[config.mk]
export PLATFORM = sky130hd
export DESIGN_NAME = pci_target_responder
export DESIGN_NICKNAME = d
export VERILOG_FILES = /design/src/rtl/pci_target_responder.sv
export SDC_FILE = /design/constraint.sdc
export NUM_CORES = 1
export LEC_CHECK = 0
export BUFFER_PORTS_ARGS = -buffer_cell sky130_fd_sc_hd__buf_2
export CAP_MARGIN = 0
export CORE_UTILIZATION = 47
export CTS_CLUSTER_SIZE = 40
export DETAILED_ROUTE_END_ITERATION = 8
export PLACE_DENSITY = 0.82
export SLEW_MARGIN = 20
export SYNTH_ARGS = -nofsm -noshare
export SYNTH_HDL_FRONTEND = slang
export SYNTH_SLANG_ARGS = --single-unit
[constraint.sdc]
create_clock -name mclk -period 1.8 [get_ports mclk]
set_input_delay 0.45 -clock mclk [delete_from_list [all_inputs] [get_ports mclk]]
set_output_delay 0.45 -clock mclk [all_outputs]
set_load 0.1 [all_outputs]
[src/rtl/pci_target_responder.sv]
// Purpose: PCI-style target; claims hit transactions, inserts wait states, completes or disconnects data phases.
// Latency: devsel one cycle after the address phase; first trdy WAIT_STATES+1 cycles after claim.
// Backpressure: initiator stalls via irdy; target stalls via wait states and disconnects with stop at BURST_LIMIT.
module pci_target_responder #(
    parameter int WAIT_STATES = 1,
    parameter int BURST_LIMIT = 4,
    parameter int CNT_W       = 4
) (
    input  logic             mclk,
    input  logic             rst,
    input  logic             frame,
    input  logic             irdy,
    input  logic             addr_hit,
    output logic             trdy,
    output logic             stop,
    output logic             devsel,
    output logic             data_phase,
    output logic [CNT_W-1:0] xfer_count,
    output logic             xfer
);

    typedef enum logic [2:0] {
        S_IDLE,
        S_IGNORE,
        S_DECODE,
        S_WAIT,
        S_DATA,
        S_DISC,
        S_TURN
    } state_t;

    // Wait counter starts one below WAIT_STATES because the load cycle itself is DECODE.
    localparam logic [3:0] WAIT_LOAD = (WAIT_STATES > 0) ? 4'(WAIT_STATES - 1) : 4'd0;

    state_t           state;
    state_t           state_nxt;
    logic             frame_q;
    logic [3:0]       wait_cnt;
    logic             addr_phase;
    logic             bus_idle;
    logic             xfer_now;
    logic [CNT_W-1:0] cnt_inc;
    logic             burst_done;

    assign addr_phase = !frame && frame_q;
    assign bus_idle   = frame && irdy;
    assign xfer_now   = !irdy && !trdy;
    assign cnt_inc    = (xfer_count == '1) ? xfer_count : xfer_count + 1'b1;
    assign burst_done = (cnt_inc == CNT_W'(BURST_LIMIT));

    // State, frame history, wait counter and transfer bookkeeping.
    always_ff @(posedge mclk) begin
        if (rst) begin
            state      <= S_IDLE;
            frame_q    <= 1'b1;
            wait_cnt   <= '0;
            xfer_count <= '0;
            xfer       <= 1'b0;
        end else begin
            state   <= state_nxt;
            frame_q <= frame;
            xfer    <= xfer_now;
            if (state == S_DECODE) begin
                wait_cnt <= WAIT_LOAD;
            end else if (state == S_WAIT && wait_cnt != '0) begin
                wait_cnt <= wait_cnt - 1'b1;
            end
            if (state_nxt == S_DECODE) begin
                xfer_count <= '0;
            end else if (xfer_now) begin
                xfer_count <= cnt_inc;
            end
        end
    end

    // Next-state decode; a bus-idle abort takes priority only when no transfer is possible.
    always_comb begin
        state_nxt = state;
        case (state)
            S_IDLE: begin
                if (addr_phase) begin
                    state_nxt = addr_hit ? S_DECODE : S_IGNORE;
                end
            end
            S_IGNORE: begin
                if (bus_idle) begin
                    state_nxt = S_IDLE;
                end
            end
            S_DECODE: begin
                if (bus_idle) begin
                    state_nxt = S_TURN;
                end else if (WAIT_STATES == 0) begin
                    state_nxt = S_DATA;
                end else begin
                    state_nxt = S_WAIT;
                end
            end
            S_WAIT: begin
                if (bus_idle) begin
                    state_nxt = S_TURN;
                end else if (wait_cnt == '0) begin
                    state_nxt = S_DATA;
                end
            end
            S_DATA: begin
                if (xfer_now) begin
                    if (frame) begin
                        state_nxt = S_TURN;
                    end else if (burst_done) begin
                        state_nxt = S_DISC;
                    end
                end else if (bus_idle) begin
                    state_nxt = S_TURN;
                end
            end
            S_DISC: begin
                if (frame) begin
                    state_nxt = S_TURN;
                end
            end
            S_TURN: state_nxt = S_IDLE;
            default: state_nxt = S_IDLE;
        endcase
    end

    // Bus outputs are a pure decode of the state register.
    always_comb begin
        trdy       = 1'b1;
        stop       = 1'b1;
        devsel     = 1'b1;
        data_phase = 1'b0;
        case (state)
            S_DECODE, S_WAIT: begin
                devsel     = 1'b0;
                data_phase = 1'b1;
            end
            S_DATA: begin
                trdy       = 1'b0;
                devsel     = 1'b0;
                data_phase = 1'b1;
            end
            S_DISC: begin
                stop       = 1'b0;
                devsel     = 1'b0;
                data_phase = 1'b1;
            end
            default: begin
                trdy       = 1'b1;
                stop       = 1'b1;
                devsel     = 1'b1;
                data_phase = 1'b0;
            end
        endcase
    end

endmodule

**After elaboration in Yosys (flattened, before gate mapping)**

Cells that the tools add are included.

- Register bits: 13
- Input port bits: 5
- Word-level logic and storage cells: 44

- Add/subtract/negate cells: 2
- Equal/unequal tests: 8
- Multiplexer cells: 17
- Reductions and logical operators: 12

Operator list:

| cell | number |
|---|---|
| $mux 3 | 10 |
| $pmux 3 s6 | 1 |
| $eq 3x2->1 const B | 3 |
| $eq 3x3->1 const B | 2 |
| $add 4x1->4 const B | 1 |
| $eq 4x3->1 const B | 1 |
| $eq 4x4->1 const B | 1 |
| $logic_and 1x1->1 | 4 |
| $logic_not 4->1 | 1 |
| $mux 1 | 4 |
| $mux 4 | 1 |
| $reduce_bool 4->1 | 1 |
| $reduce_or 2->1 | 2 |
| $reduce_or 4->1 | 1 |
| $sub 4x1->4 const B | 1 |
| $eq 3x1->1 const B | 1 |
| $logic_not 3->1 | 1 |
| $logic_not 1->1 | 2 |
| $mux 2 | 1 |

**Logic depth before layout (Yosys ltp)**

- Depth after elaboration: 9
- Depth in mapped cells: 8

**Least setup slack after synthesis**

No wires, ideal clock.

- Path type: reg2reg
- From: register xfer_count[0]
- To: register xfer_count[2]
- Arrival time: 2.337 ns
- Data required time: 1.666 ns
- Slack: -0.671 ns
- Cell stages (with the launch flop): 7
- Buffers on the path: 0
- Cells stage by stage: dfxtp_1 -> ha_1 -> nand2b_1 -> a31oi_1 -> and3_1 -> nor4_2 -> nor4_2

- Word-level cells in the longest chain between the ends: 9
- Elaborated cells between the ends (all ways): 10

Ends and longest elaborated chain:

| element | line | RTL |
|---|---|---|
| start: declaration | 18 | `output logic [CNT_W-1:0] xfer_count,` |
| start signal: assignment | 71 | `xfer_count <= cnt_inc;` |
| $add 4x1->4 / $eq 4x4->1 (equally long branches) | 48 | `assign cnt_inc = (xfer_count == '1) ? xfer_count : xfer_count + 1'b1;` |
| $mux 4 (*) | 48 |  |
| $eq 4x3->1 | 49 | `assign burst_done = (cnt_inc == CNT_W'(BURST_LIMIT));` |
| $mux 3 | 110 | `end else if (burst_done) begin` |
| $mux 3 | 108 | `if (frame) begin` |
| $mux 3 | 107 | `if (xfer_now) begin` |
| $pmux 3 s6 | 79 | `case (state)` |
| $eq 3x2->1 | 68 | `if (state_nxt == S_DECODE) begin` |
| $reduce_or 2->1 (no line) | - |  |

Every way passes the cells marked *; elsewhere a longest branch is shown, timed or not.
A chain may end at the register's enable or synchronous reset.

**Worst setup path after layout**

- From: register state[1]
- To: output devsel

- Word-level cells in the longest chain between the ends: 3
- Elaborated cells between the ends (all ways): 6

Ends and longest elaborated chain:

| element | line | RTL |
|---|---|---|
| start: declaration | 35 | `state_t state;` |
| start signal: assignment | 60 | `state <= state_nxt;` |
| $eq 3x3->1 / $eq 3x2->1 (equally long branches) | 133 | `case (state)` |
| $reduce_or 4->1 (no line) (*) | - |  |
| $mux 1 (*) | 133 |  |
| end: declaration | 16 | `output logic devsel,` |

Marked as above.

==> results.toml <==
[finish]
n_antenna_cell = 0
fin_area_um2 = 1090
fillers = 98
most-common-layout-cells = "12 x nor2_1, 12 x buf_4, 10 x buf_2"
layout.nets = 123
drive_above_1_share = 0.496
area_growth_pct = 43.6

[global_routing]
grt_max_degree = 10
grt_pass1_vias = 697
grt.total_usage = 0.221
grt-ovfl-total = 0
grt_antenna_before_repair = 0
grt_pass1_wl_mm = 3.03

[outcome]
outcome = "finished, violations left"
violations = "setup timing"

[sta]
fmax_mhz = 540
drv_slew = 0
tightestPinTransition_ns = 0.487
setup_slack_ns = -0.0519
finalHoldViolCount = 0
hold_slack_ns = 0.494
period_minus_slack_ns = 1.85
skew_ns = 0.00372
setup_violations = 1
rsz0062_at_grt = "true"
finalCritPeriodShare = 1.03
relSlewSlack = 0.677

[logic_synthesis]
synth.distinct_cells = 34
postSynthAreaPerCell_um2 = 8.42
synth_cells = 90
synth-warning-count = 0
synth-seq-cells = 13
synth_area_um2 = 758
yosysSeqAreaShare = 0.343
synth_nets = 97

[worst_setup_path]
cp_data_required_time_ns = 1.35
critPathArrivalTime_ns = 1.40
rr_endpoint = "xfer_count[3]$_SDFFE_PP0P_"
crit_fanout = 5
startpoint_type = "flop"
cp-end-kind = "primary output"
r2r-start = "state[1]$_SDFF_PP0_"
r2r_slack_ns = 0.03
critPathKind = "reg2out"
rr_worst_depth = 6

[floorplan]
design.core.area_um2 = 1510
fp-row-count = 14
die_h_um = 42.2
dieArea_um2 = 1780
start_util = 0.503
io-pin-count = 14
die_x_um = 42.2

[power_and_ir_drop]
max-vdd-ir-drop_uv = 496
power_density_nw_per_um2 = 720
leakagePower_nw = 0.457

[job]
drv_cap = 0

[clocking]
cts_tree = "done"
clkTransAtPathRegs_ns = 0.08
ctsLongestPathBuffers = 2
clock_latency_ns = 0.28
cts_made_buffers = 3
cts_htree_levels = 1
cts.root.buffer_cell = "clkbuf_4"
cts_hold_buf = 0
cts.sinks = 13

[hold_path]
worstHoldPathCells = 2
hold_class = "in2reg"
min-delay-start = "frame"
min_to = "frame_q$_SDFF_PP1_"

[placed_design]
placed_cell_area_um2 = 925
io_buffers = 13
post-dp-hpwl_mm = 1.31
gp_congestion = 0.863

[route]
avgViaCountPerCell = 5.84
drt_first_pass_iters = 6
num_vias = 765
ant_nets = 0
drt-initial-drc-count = 23
drc = 0
wl_per_cell_um = 15.1
wirelength_mm = 1.98
==> how the worst max path moves through the flow <==
stage | slack [ns] | endpoint | start | cells after the start
6_report | -0.05 | devsel | state[1]$_SDFF_PP0_ | 5
5_1_grt | -0.09 | devsel | state[1]$_SDFF_PP0_ | 5
4_1_cts | -0.05 | devsel | state[1]$_SDFF_PP0_ | 5
3_5_place_dp | -0.08 | xfer_count[2]$_SDFFE_PP0P_ | irdy | 6
3_3_place_gp | 0.008 | xfer_count[2]$_SDFFE_PP0P_ | irdy | 6
2_1_floorplan | -0.07 | devsel | state[1]$_SDFF_PP0_ | 4
==> critical path, cell delays in order (launching register included) <==
cell	delay [ns]
dfxtp_2	0.35
buf_6	0.13
nor2b_4	0.12
or2_4	0.27
clkinvlp_4	0.08
buf_12	0.16
==> registers in the layout, summed over array words and instances (netlist names) <==
register / cells
frame_q: 1
xfer: 1
xfer_count: 4
state: 3
wait_cnt: 4
==> Yosys cell counts, drive strengths merged <==
cell / count / share of area
a31o: 1 / 0.012
a211oi: 1 / 0.0099
nand3: 2 / 0.013
or4: 1 / 0.0099
nand2b: 2 / 0.016
xor2: 2 / 0.023
ha: 2 / 0.033
and3b: 2 / 0.023
mux2i: 4 / 0.053
a21boi: 1 / 0.0099
a21o: 2 / 0.020
nand3b: 2 / 0.020
nor3: 7 / 0.053
a21oi: 3 / 0.020
or4b: 1 / 0.013
buf: 3 / 0.028
a31oi: 4 / 0.033
nor2: 12 / 0.059
o32ai: 1 / 0.012
xnor2: 2 / 0.023
dfxtp: 13 / 0.34
and3: 1 / 0.0083
nor4: 2 / 0.033
inv: 4 / 0.020
nand2: 4 / 0.020
or2: 2 / 0.016
nor3b: 1 / 0.0099
nor2b: 2 / 0.016
o21a: 2 / 0.020
and4b: 1 / 0.013
clkbuf: 3 / 0.016
==> logic make-up after synthesis <==
logic type / after synthesis / synth area share
AOI/OAI and AO/OA: 15 / 0.135
xor gates and xnor gates: 4 / 0.0462
adders and majority gates: 2 / 0.0330
buffers and inverters: 10 / 0.0643
DFF: 13 / 0.343
muxes: 4 / 0.0528
and+or+nand+nor: 42 / 0.325
==> stage by stage <==
step | std cells | worst slack (ns) | utilization | TNS, ns | total power, W
global placement | 120 | 0.00831 | 0.614 | 0 | 0.000541
CTS | 125 | -0.0490 | 0.656 | -0.0599 | 0.000744
global route | 131 | -0.0858 | 0.723 | -0.300 | 0.000806
floorplan | 90 | -0.0742 | - | -0.331 | 0.000484
detailed placement | 120 | -0.0758 | 0.614 | -0.210 | 0.000548
finish | 131 | -0.0519 | 0.723 | -0.0519 | 0.000784
==> power by group <==
group          internal (W)  switching [W]  total (W)
Clock             0.0000861       0.000101   0.000187
Combinational      0.000118       0.000175   0.000292
Sequential         0.000295     0.00000949   0.000304
==> routing by layer <==
| metal | vias to the layer above | GRT usage | wire length, um |
|---|---|---|---|
| met5 | - | 0 | 0 |
| met4 | 0 | 0.113 | 44 |
| met3 | 9 | 0.0259 | 113 |
| met2 | 33 | 0.348 | 986 |
| met1 | 353 | 0.296 | 839 |
| li1 | 370 | - | - |
==> what timing repair did <==
| item | 4_1_cts | 5_1_grt |
|---|---|---|
| pin swaps | 1 | 6 |
| gates cloned | 0 | 1 |
| setup endpoints to repair | 7 | 6 |
| endpoints found under the hold margin | 0 | 0 |
| setup buffers | 1 | 5 |
| gates resized for setup | 7 | 13 |
==> final cells by class <==
class | instances | area (um2) | area share
tap | 16 | 20.0 | 0.0184
timing repair buffer | 27 | 210 | 0.193
inverter | 4 | 18.8 | 0.0172
clock buffer | 4 | 26.3 | 0.0241
multi-input combinational | 67 | 538 | 0.494
sequential | 13 | 275 | 0.253
Power figures use the tool's default switching activity.
